**config.mk**
```make
export PLATFORM = sky130hd
export DESIGN_NAME = logic_unit_pipe_flat
export DESIGN_NICKNAME = d
export VERILOG_FILES = /design/src/rtl/logic_pkg.sv /design/src/rtl/logic_unit_pipe_if.sv /design/src/rtl/pipe_stage.sv /design/src/rtl/logic_unit_pipe.sv /design/src/flat_wrapper.sv
export SDC_FILE = /design/constraint.sdc
export NUM_CORES = 1
export LEC_CHECK = 0
export CAP_MARGIN = 20
export CORE_MARGIN = 2
export CORE_UTILIZATION = 25
export DETAILED_ROUTE_END_ITERATION = 8
export GPL_TIMING_DRIVEN = 0
export HOLD_SLACK_MARGIN = 0.06
export PLACE_DENSITY = 0.55
export SLEW_MARGIN = 20
export SYNTH_ARGS = -nofsm -noshare
export SYNTH_HDL_FRONTEND = slang
export SYNTH_SLANG_ARGS = --single-unit
```
**constraint.sdc**
```tcl
create_clock -name clk -period 3.11 [get_ports clk]
set_clock_uncertainty 0.2 [all_clocks]
set_input_delay 0.622 -clock clk [delete_from_list [all_inputs] [get_ports clk]]
set_output_delay 0.622 -clock clk [all_outputs]
set_load 0.01 [all_outputs]
```
**src/rtl/logic_pkg.sv**
```systemverilog
// Shared definitions for the pipelined bitwise logic unit: op encodings and
// the width-generic evaluation function used by both the datapath and its models.
package logic_pkg;

  localparam int OP_W   = 3;
  localparam int EVAL_W = 64;

  localparam logic [OP_W-1:0] OP_AND  = 3'b000;
  localparam logic [OP_W-1:0] OP_OR   = 3'b001;
  localparam logic [OP_W-1:0] OP_XOR  = 3'b010;
  localparam logic [OP_W-1:0] OP_NOR  = 3'b011;
  localparam logic [OP_W-1:0] OP_ANDN = 3'b100;
  localparam logic [OP_W-1:0] OP_ORN  = 3'b101;
  localparam logic [OP_W-1:0] OP_XNOR = 3'b110;
  localparam logic [OP_W-1:0] OP_PASS = 3'b111;

  // Evaluated at the widest supported width; callers truncate to their own WIDTH.
  function automatic logic [EVAL_W-1:0] logic_eval(input logic [OP_W-1:0] op,
                                                   input logic [EVAL_W-1:0] a,
                                                   input logic [EVAL_W-1:0] b);
    logic [EVAL_W-1:0] r;
    r = a;
    case (op)
      OP_AND:  r = a & b;
      OP_OR:   r = a | b;
      OP_XOR:  r = a ^ b;
      OP_NOR:  r = ~(a | b);
      OP_ANDN: r = a & ~b;
      OP_ORN:  r = a | ~b;
      OP_XNOR: r = ~(a ^ b);
      OP_PASS: r = a;
      default: r = a;
    endcase
    return r;
  endfunction

endpackage

```
**src/rtl/logic_unit_pipe_if.sv**
```systemverilog
// Issue-side and writeback-side handshake bundle of the logic unit.
interface logic_unit_pipe_if
  import logic_pkg::*;
#(
  parameter int WIDTH = 32,
  parameter int TAG_W = 5
) ();

  logic              in_valid;
  logic              in_ready;
  logic [OP_W-1:0]   in_op;
  logic [WIDTH-1:0]  lhs;
  logic [WIDTH-1:0]  rhs;
  logic [TAG_W-1:0]  in_tag;
  logic              out_valid;
  logic              out_ready;
  logic [WIDTH-1:0]  out_res;
  logic              out_zero;
  logic [TAG_W-1:0]  out_tag;

  modport master (
    output in_valid, in_op, lhs, rhs, in_tag, out_ready,
    input  in_ready, out_valid, out_res, out_zero, out_tag
  );

  modport slave (
    input  in_valid, in_op, lhs, rhs, in_tag, out_ready,
    output in_ready, out_valid, out_res, out_zero, out_tag
  );

endinterface

```
**src/rtl/pipe_stage.sv**
```systemverilog
// One register stage of the logic unit: valid bit plus payload, with load
// enable, flush of the valid bit, and synchronous reset of everything.
module pipe_stage #(
  parameter int PW = 38
) (
  input  logic          clk,
  input  logic          rst,
  input  logic          flush,
  input  logic          load,
  input  logic          in_valid,
  input  logic [PW-1:0] in_data,
  output logic          valid,
  output logic [PW-1:0] data
);

  always_ff @(posedge clk) begin
    if (rst) begin
      valid <= 1'b0;
      data  <= '0;
    end else begin
      if (flush)
        valid <= 1'b0;
      else if (load)
        valid <= in_valid;
      // Bubbles and squashed items leave the payload untouched.
      if (load && in_valid && !flush)
        data <= in_data;
    end
  end

endmodule

```
**src/rtl/logic_unit_pipe.sv**
```systemverilog
// Pipelined bitwise logic unit: result and zero flag computed ahead of stage 0,
// then carried with the tag through STAGES backpressured register stages.
module logic_unit_pipe
  import logic_pkg::*;
#(
  parameter int WIDTH  = 32,
  parameter int STAGES = 2,
  parameter int TAG_W  = 5
) (
  input  logic               clk,
  input  logic               rst,
  input  logic               flush,
  logic_unit_pipe_if.slave   bus
);

  localparam int PW = WIDTH + 1 + TAG_W;

  logic [WIDTH-1:0]  res_p0;
  logic              zero_p0;
  logic [PW-1:0]     pay_p0;

  logic [STAGES-1:0] vld;
  logic [STAGES-1:0] rdy;
  logic [STAGES-1:0] ld;
  logic [PW-1:0]     pay [STAGES];

  assign res_p0  = WIDTH'(logic_eval(bus.in_op, EVAL_W'(bus.lhs), EVAL_W'(bus.rhs)));
  assign zero_p0 = (res_p0 == '0);
  assign pay_p0  = {res_p0, zero_p0, bus.in_tag};

  // Ready ripples back from the output; a stage can move when the next one
  // is empty or itself moving.
  always_comb begin
    rdy = '0;
    rdy[STAGES-1] = bus.out_ready;
    for (int i = STAGES - 2; i >= 0; i--)
      rdy[i] = !vld[i+1] || rdy[i+1];
  end

  assign ld = ~vld | rdy;

  for (genvar g = 0; g < STAGES; g++) begin : g_stage
    logic          v_in;
    logic [PW-1:0] d_in;

    if (g == 0) begin : g_first
      assign v_in = bus.in_valid;
      assign d_in = pay_p0;
    end else begin : g_rest
      assign v_in = vld[g-1];
      assign d_in = pay[g-1];
    end

    pipe_stage #(.PW(PW)) u_stage (
      .clk      (clk),
      .rst      (rst),
      .flush    (flush),
      .load     (ld[g]),
      .in_valid (v_in),
      .in_data  (d_in),
      .valid    (vld[g]),
      .data     (pay[g])
    );
  end

  // Output boundary: driven straight from the last stage registers.
  assign bus.in_ready  = ld[0];
  assign bus.out_valid = vld[STAGES-1];
  assign {bus.out_res, bus.out_zero, bus.out_tag} = pay[STAGES-1];

endmodule

```
**src/flat_wrapper.sv**
```systemverilog
// flat-port wrapper written by rule: the top's interface ports become plain ports
module logic_unit_pipe_flat import logic_pkg::*;
#(
  parameter int WIDTH  = 32,
  parameter int STAGES = 2,
  parameter int TAG_W  = 5
)
  (clk, rst, flush, bus_in_valid, bus_in_op, bus_lhs, bus_rhs, bus_in_tag, bus_out_ready, bus_in_ready, bus_out_valid, bus_out_res, bus_out_zero, bus_out_tag);
  logic_unit_pipe_if #(.WIDTH(WIDTH), .TAG_W(TAG_W)) bus_i ();
  input  logic clk;
  input  logic rst;
  input  logic flush;
  input wire logic [$bits(bus_i.in_valid)-1:0] bus_in_valid;
  input wire logic [$bits(bus_i.in_op)-1:0] bus_in_op;
  input wire logic [$bits(bus_i.lhs)-1:0] bus_lhs;
  input wire logic [$bits(bus_i.rhs)-1:0] bus_rhs;
  input wire logic [$bits(bus_i.in_tag)-1:0] bus_in_tag;
  input wire logic [$bits(bus_i.out_ready)-1:0] bus_out_ready;
  output wire logic [$bits(bus_i.in_ready)-1:0] bus_in_ready;
  output wire logic [$bits(bus_i.out_valid)-1:0] bus_out_valid;
  output wire logic [$bits(bus_i.out_res)-1:0] bus_out_res;
  output wire logic [$bits(bus_i.out_zero)-1:0] bus_out_zero;
  output wire logic [$bits(bus_i.out_tag)-1:0] bus_out_tag;
  assign bus_i.in_valid = bus_in_valid;
  assign bus_i.in_op = bus_in_op;
  assign bus_i.lhs = bus_lhs;
  assign bus_i.rhs = bus_rhs;
  assign bus_i.in_tag = bus_in_tag;
  assign bus_i.out_ready = bus_out_ready;
  assign bus_in_ready = bus_i.in_ready;
  assign bus_out_valid = bus_i.out_valid;
  assign bus_out_res = bus_i.out_res;
  assign bus_out_zero = bus_i.out_zero;
  assign bus_out_tag = bus_i.out_tag;
  logic_unit_pipe #(.WIDTH(WIDTH), .STAGES(STAGES), .TAG_W(TAG_W)) u_core (.clk(clk), .rst(rst), .flush(flush), .bus(bus_i));
endmodule
```
==> run summary, run 1 <==
Compound-Gate Fraction of Synth Area = 17.4%
Synth top area share = 25.6%
post-synthesis simple-gate area fraction = 17.5%
post-route cell area = 8050 sq um
Final Critical Period = 3.01 ns
detailed placer's ending HPWL = 15,400 um
Crit Path Category = in -> reg
initial antenna violation count = 0
Antenna Nets Post-Route = 0
max-slew violation count = 0
Critical Path, Cell by Cell = dlygate4sd2_1 -> inv_1 -> ha_1 -> mux2_2 -> a221oi_2 -> a21oi_2 -> or4_4 -> or4_1 -> o31ai_2
FF+latch count, synth = 78
multiplexer area fraction after synthesis = 9.51%
H-tree levels = 3
Post-Syn Area = 6100 sq um
cells after synthesis = 798
CP required = 3.15 ns
HP Class = reg -> reg
synthesized area per cell = 7.65 sq um
Final period util = 96.7%
Final Wtd Congestion = 0.810
Yosys top cell by area = dfxtp_1
Power Dens Cells = 343 nW/um^2
Worst Setup Start Kind = input port
hold_buf cts = 0
leakage power = 3.30 nW
worst path arrival time = 3.05 ns
vias in the first global route = 5,494
status = finished clean
final core occ = 33.3%
TritonCTS clock tree = done
sequential share of the synthesized area = 25.6%
gr usage total = 14.6%
post-synthesis xor/xnor area fraction = 8.03%
Syn Nets = 939
Worst path max stage delay = 0.50 ns
placed cell area = 7640 sq um
drt drc = 0
drt first pass iters = 5
Placement Rows = 57
first-pass GRT wire length = 29,800 um
yosys warns = 0
die height = 160 um
I/O Buffers = 113
maximum clock frequency = 0.332 GHz
setup violators final = 0
slew at the pin closest to its max-slew limit = 0.608 ns
Synth area leaders = dfxtp_1, ha_1, nand2_1
main combinational cell family by area after synthesis = simple AND/OR/NAND/NOR gates
root buffer cell = clkbuf_16
Boundary Pins = 117
Async SR Flop Fraction = 0%
CTS clk-pin slew, worst paths = 0.05 ns
nets = 1,067
vias per cell = 4.60
Unique masters post-synth = 50
n_diodes = 0
max_slew headroom = 59.5%
core area = 24,200 sq um
Slowest cell on crit path = or4_1
Initial Utilization = 25.2%
Die Wd = 160 um
ys flop type = dfxtp_1
fraction of layout cells with a size suffix above 1 = 9.77%
GRT overflow = 0
Synth Area in Adders = 13.1%
CTS sink count = 78
Via Count = 5,769
CTS Buf Count = 9
Fin. Hold Viols = 0
Iteration-0 DRC Markers = 362
worst-path fanout max = 3
WL/cell = 15.2 um
CP endpoint kind = register
largest net degree at the start of global routing = 13
Max clock buf depth = 2
RSZ-0062 raised after global routing = no
max cap viols = 0
die area = 25,700 sq um
area delta synth->final = 31.9%
IR drop worst, VDD = 0.258 mV
worst skew pair latency = 0.33 ns
Post-synth EDFFs = 0
Routed WL = 19,100 um
cell type report:
cell class	count	area (sq um)
Multi-Input combinational cell	598	4100
Clock inverter	4	22.5
Sequential cell	78	1560
Timing Repair Buffer	117	1160
Inverter	66	248
Tap cell	324	405
Fill cell	2589	16100
Clock buffer	12	246
Buffer	56	312
critical path, delay by kind of cell:
kind | cells | cell delay (ns)
adder cells (fa/ha/maj) | 1 | 0.20
AO/OA/AOI/OAI | 3 | 0.66
buffers and inverters | 2 | 0.34
AND/OR/NAND/NOR | 2 | 0.95
multiplexers | 1 | 0.28
power by group:
part / internal, W / switching [W]
Sequential: 0.00103 / 0.0000206
Clock: 0.000558 / 0.000382
Combinational: 0.000351 / 0.000419
synthesized netlist by cell type (10+ instances only):
cell and n:
mux2_2 14, mux2i_1 31, nor2_1 29, nor2b_1 13, o22ai_1 10, a211oi_1 10
nand2_1 159, clkbuf_1 27, inv_1 65, nor3_1 10, xor2_1 28, ha_1 64
dfxtp_1 78, a21oi_1 96, buf_2 13, o21ai_0 29, xnor2_1 28
worst paths after layout:
| check | from | to | slack (ns) | depth (start not counted) |
|---|---|---|---|---|
| max reg2reg | u_core.g_stage[1].u_stage.valid | u_core.g_stage[0].u_stage.data[5] | 0.62 | 8 |
| max | bus_lhs[12] | u_core.g_stage[0].u_stage.data[5] | 0.10 | 9 |
| min | u_core.g_stage[1].u_stage.data[6] | u_core.g_stage[1].u_stage.data[6] | 0.25 | 2 |
| min reg2reg | u_core.g_stage[1].u_stage.data[6] | u_core.g_stage[1].u_stage.data[6] | 0.25 | 2 |
what timing repair did:
item	in CTS	in global routing
pin swaps	4	1
setup buffers	4	0
resized for setup	43	10
setup endpoints to repair	7	1
logic make-up (layout without fill, tap and decap cells):
group                    Yosys count  after routing
buffers and inverters            122            255
AND/OR/NAND/NOR                  247            247
AO/OA/AOI/OAI                    181            181
adder cells (fa/ha/maj)           64             64
flip-flops                        78             78
XOR/XNOR                          56             56
multiplexers                      50             50
state kept, by name, summed over array words and instances, names as in the netlist:
| name | cells |
|---|---|
| u_core.g_stage.u_stage.valid | 2 |
| u_core.g_stage.u_stage.data | 76 |
metrics by stage:
stage / setup TNS, ns / std cells / total power, W / hold slack, ns / setup slack [ns]
4_1_cts: 0 / 1255 / 0.00278 / 0.256 / 0.102
3_3_place_gp: -5.55 / 1235 / 0.00179 / 0.244 / -0.909
6_report: 0 / 1255 / 0.00276 / 0.251 / 0.102
3_5_place_dp: -6.19 / 1235 / 0.00181 / 0.247 / -0.969
2_1_floorplan: 0 / 798 / 0.00153 / 0.232 / 0.235
5_1_grt: 0 / 1255 / 0.00290 / 0.275 / 0.00386
cells in the final DEF (no fill, tap or decap), types with 28 or more instances in the layout:
cell type and instances:
nand2_1 159, clkdlybuf4s50_1 99, a21oi_1 94, dfxtp_1 78, inv_1 65, ha_1 64
xnor2_1 28, nor2_1 28, xor2_1 28
metal layers:
layer / track usage, % / up-vias / wire [um]
met3: 1.82 / 12 / 823
met4: 2.95 / 0 / 211
met1: 20.3 / 2671 / 9260
li1: - / 2942 / -
met2: 24.2 / 144 / 8770
met5: 0 / - / 0
No activity file was read; power rests on OpenSTA's default activity.
==> run 2: changes to the inputs <==
Settings changed: GPL_TIMING_DRIVEN 0 to not set.
==> run 2 against run 1 <==
Critical path depth up 1. Critical endpoint unchanged. Core utilization up 2.8 points. Cell area up 8.5%. Sequential cell count unchanged. Power up 11%. First-iteration DRC count down 14%. Worst setup slack better by 0.033 ns. Highest routed layer is now met5. Die area unchanged. Critical path type unchanged.
==> run summary, run 2 (synthesis results as in run 1) <==
Boundary Pins = 117
I/O Buffers = 116
slew at the pin closest to its max-slew limit = 0.802 ns
Final period util = 95.6%
largest net degree at the start of global routing = 77
Fin. Hold Viols = 0
drt first pass iters = 4
vias in the first global route = 5,667
core area = 24,200 sq um
max_slew headroom = 46.5%
FF-to-FF setup slack = 0.90 ns
nets = 1,127
worst skew pair latency = 0.34 ns
Layout fillers = 2,504
CTS sink count = 78
Final Critical Period = 2.97 ns
TritonCTS clock tree = done
H-tree levels = 3
hold path depth = 2
leakage power = 3.76 nW
drt drc = 0
Largest regs = u_core.g_stage.u_stage.data: 76 flops, u_core.g_stage.u_stage.valid: 2 flops
die height = 160 um
origin of the critical flop-to-flop path = u_core.g_stage[1].u_stage.valid
Non-Filler Instances = 1,316
multi-input logic area = 4060 sq um
status = finished clean
first-pass GRT wire length = 29,500 um
Final Total Pwr = 0.00307 W
max cap viols = 0
GRT overflow = 0
Power Dens Cells = 351 nW/um^2
worst path arrival time = 3.03 ns
worst-path fanout max = 2
FF-to-FF path depth = 9
Final Wtd Congestion = 0.800
hold_sp = u_core.g_stage[0].u_stage.data[17]
detailed placer's ending HPWL = 14,300 um
Max clock buf depth = 2
die area = 25,700 sq um
setup violators final = 0
CP required = 3.16 ns
Routed WL = 17,900 um
Antenna Nets Post-Route = 0
Worst Setup Start Kind = input port
Placement Rows = 57
placed cell count = 1,295
CTS clk-pin slew, worst paths = 0.06 ns
commonest non-fill, non-tap cells in the layout = nand2_1, buf_4, clkdlybuf4s50_1
HP Class = reg -> reg
worst reg2reg endpoint = u_core.g_stage[0].u_stage.data[32]
placed cell area = 8310 sq um
RSZ-0062 raised after global routing = no
maximum clock frequency = 0.336 GHz
vias per cell = 4.47
fraction of layout cells with a size suffix above 1 = 17.7%
initial antenna violation count = 2
most common cell after layout, fill and taps aside = nand2_1
CP endpoint kind = register
hold worst-path end = u_core.g_stage[1].u_stage.data[17]
WL/cell = 13.6 um
gr usage total = 14.1%
IR drop worst, VDD = 0.245 mV
Via Count = 5,876
Die Wd = 160 um
max reg flops = 76
Largest Register = u_core.g_stage.u_stage.data
Initial Utilization = 25.2%
Iteration-0 DRC Markers = 310
max-slew violation count = 0
area delta synth->final = 43.1%
root buffer cell = clkbuf_16
Crit Path Category = in -> reg
sequential cell area = 1560 sq um
CTS Buf Count = 9
post-route cell area = 8740 sq um
==> run 2: layer usage <==
metal / global-route usage [%] / part of all wire (%)
met4: 2.42 / 0.92
met5: 0 / 0.061
met1: 19.4 / 50
met2: 23.4 / 46
met3: 2.36 / 3.6
==> run 2: how the worst max path moves through the flow <==
stage / from / endpoint / slack (ns) / depth (start not counted)
final: bus_rhs[21] / u_core.g_stage[0].u_stage.data[5] / 0.14 / 10
after global routing: bus_lhs[30] / u_core.g_stage[0].u_stage.data[5] / 0.02 / 9
after CTS: bus_lhs[15] / u_core.g_stage[0].u_stage.data[5] / 0.01 / 9
after detailed placement: bus_rhs[28] / u_core.g_stage[0].u_stage.data[5] / -0.44 / 10
after global placement: bus_rhs[28] / u_core.g_stage[0].u_stage.data[5] / -0.39 / 10
after floorplan: bus_rhs[15] / u_core.g_stage[0].u_stage.data[5] / 0.23 / 8
==> run 2: final cells by class <==
class | count | share of cell area, %
inverter | 66 | 2.84
sequential | 78 | 17.9
clock inverter | 7 | 1.20
clock buffer | 9 | 2.58
tap | 324 | 4.64
antenna | 1 | 0.0286
multi-input combinational | 598 | 46.5
timing repair buffer | 233 | 24.4
==> run 2: timing repair <==
item                       4_1_cts  5_1_grt
gates resized for setup          4       16
pin swaps                        4       11
buffers inserted                 1        3
cloned                           0        0
hold buffers                     0        0
setup endpoints to repair        1        1
==> run 2: stage by stage <==
step	hold WS, ns	utilization [%]	TNS, ns	setup slack (ns)
6_report	0.251	36.1	0	0.136
3_3_place_gp	0.238	34.4	-0.393	-0.393
5_1_grt	0.272	36.1	0	0.0157
4_1_cts	0.254	35.8	0	0.0150
3_5_place_dp	0.246	34.4	-0.442	-0.442
2_1_floorplan	0.232	-	0	0.235
==> run 2: report_power, final <==
| group | total, W | leakage, nW | switching, W | internal, W |
|---|---|---|---|---|
| Clock | 0.00116 | 0.158 | 0.000449 | 0.000714 |
| Sequential | 0.00105 | 0.634 | 0.0000190 | 0.00103 |
| Combinational | 0.000852 | 2.97 | 0.000406 | 0.000446 |
==> run 2: worst max-delay path, stage by stage <==
cell and delay [ns]:
clkdlybuf4s50_1 0.51, inv_1 0.06, ha_1 0.21, mux2_2 0.26, mux2i_1 0.20, nand4_1 0.10, mux2_2 0.28, nor2_1 0.10
or4b_1 0.45, o31ai_2 0.24
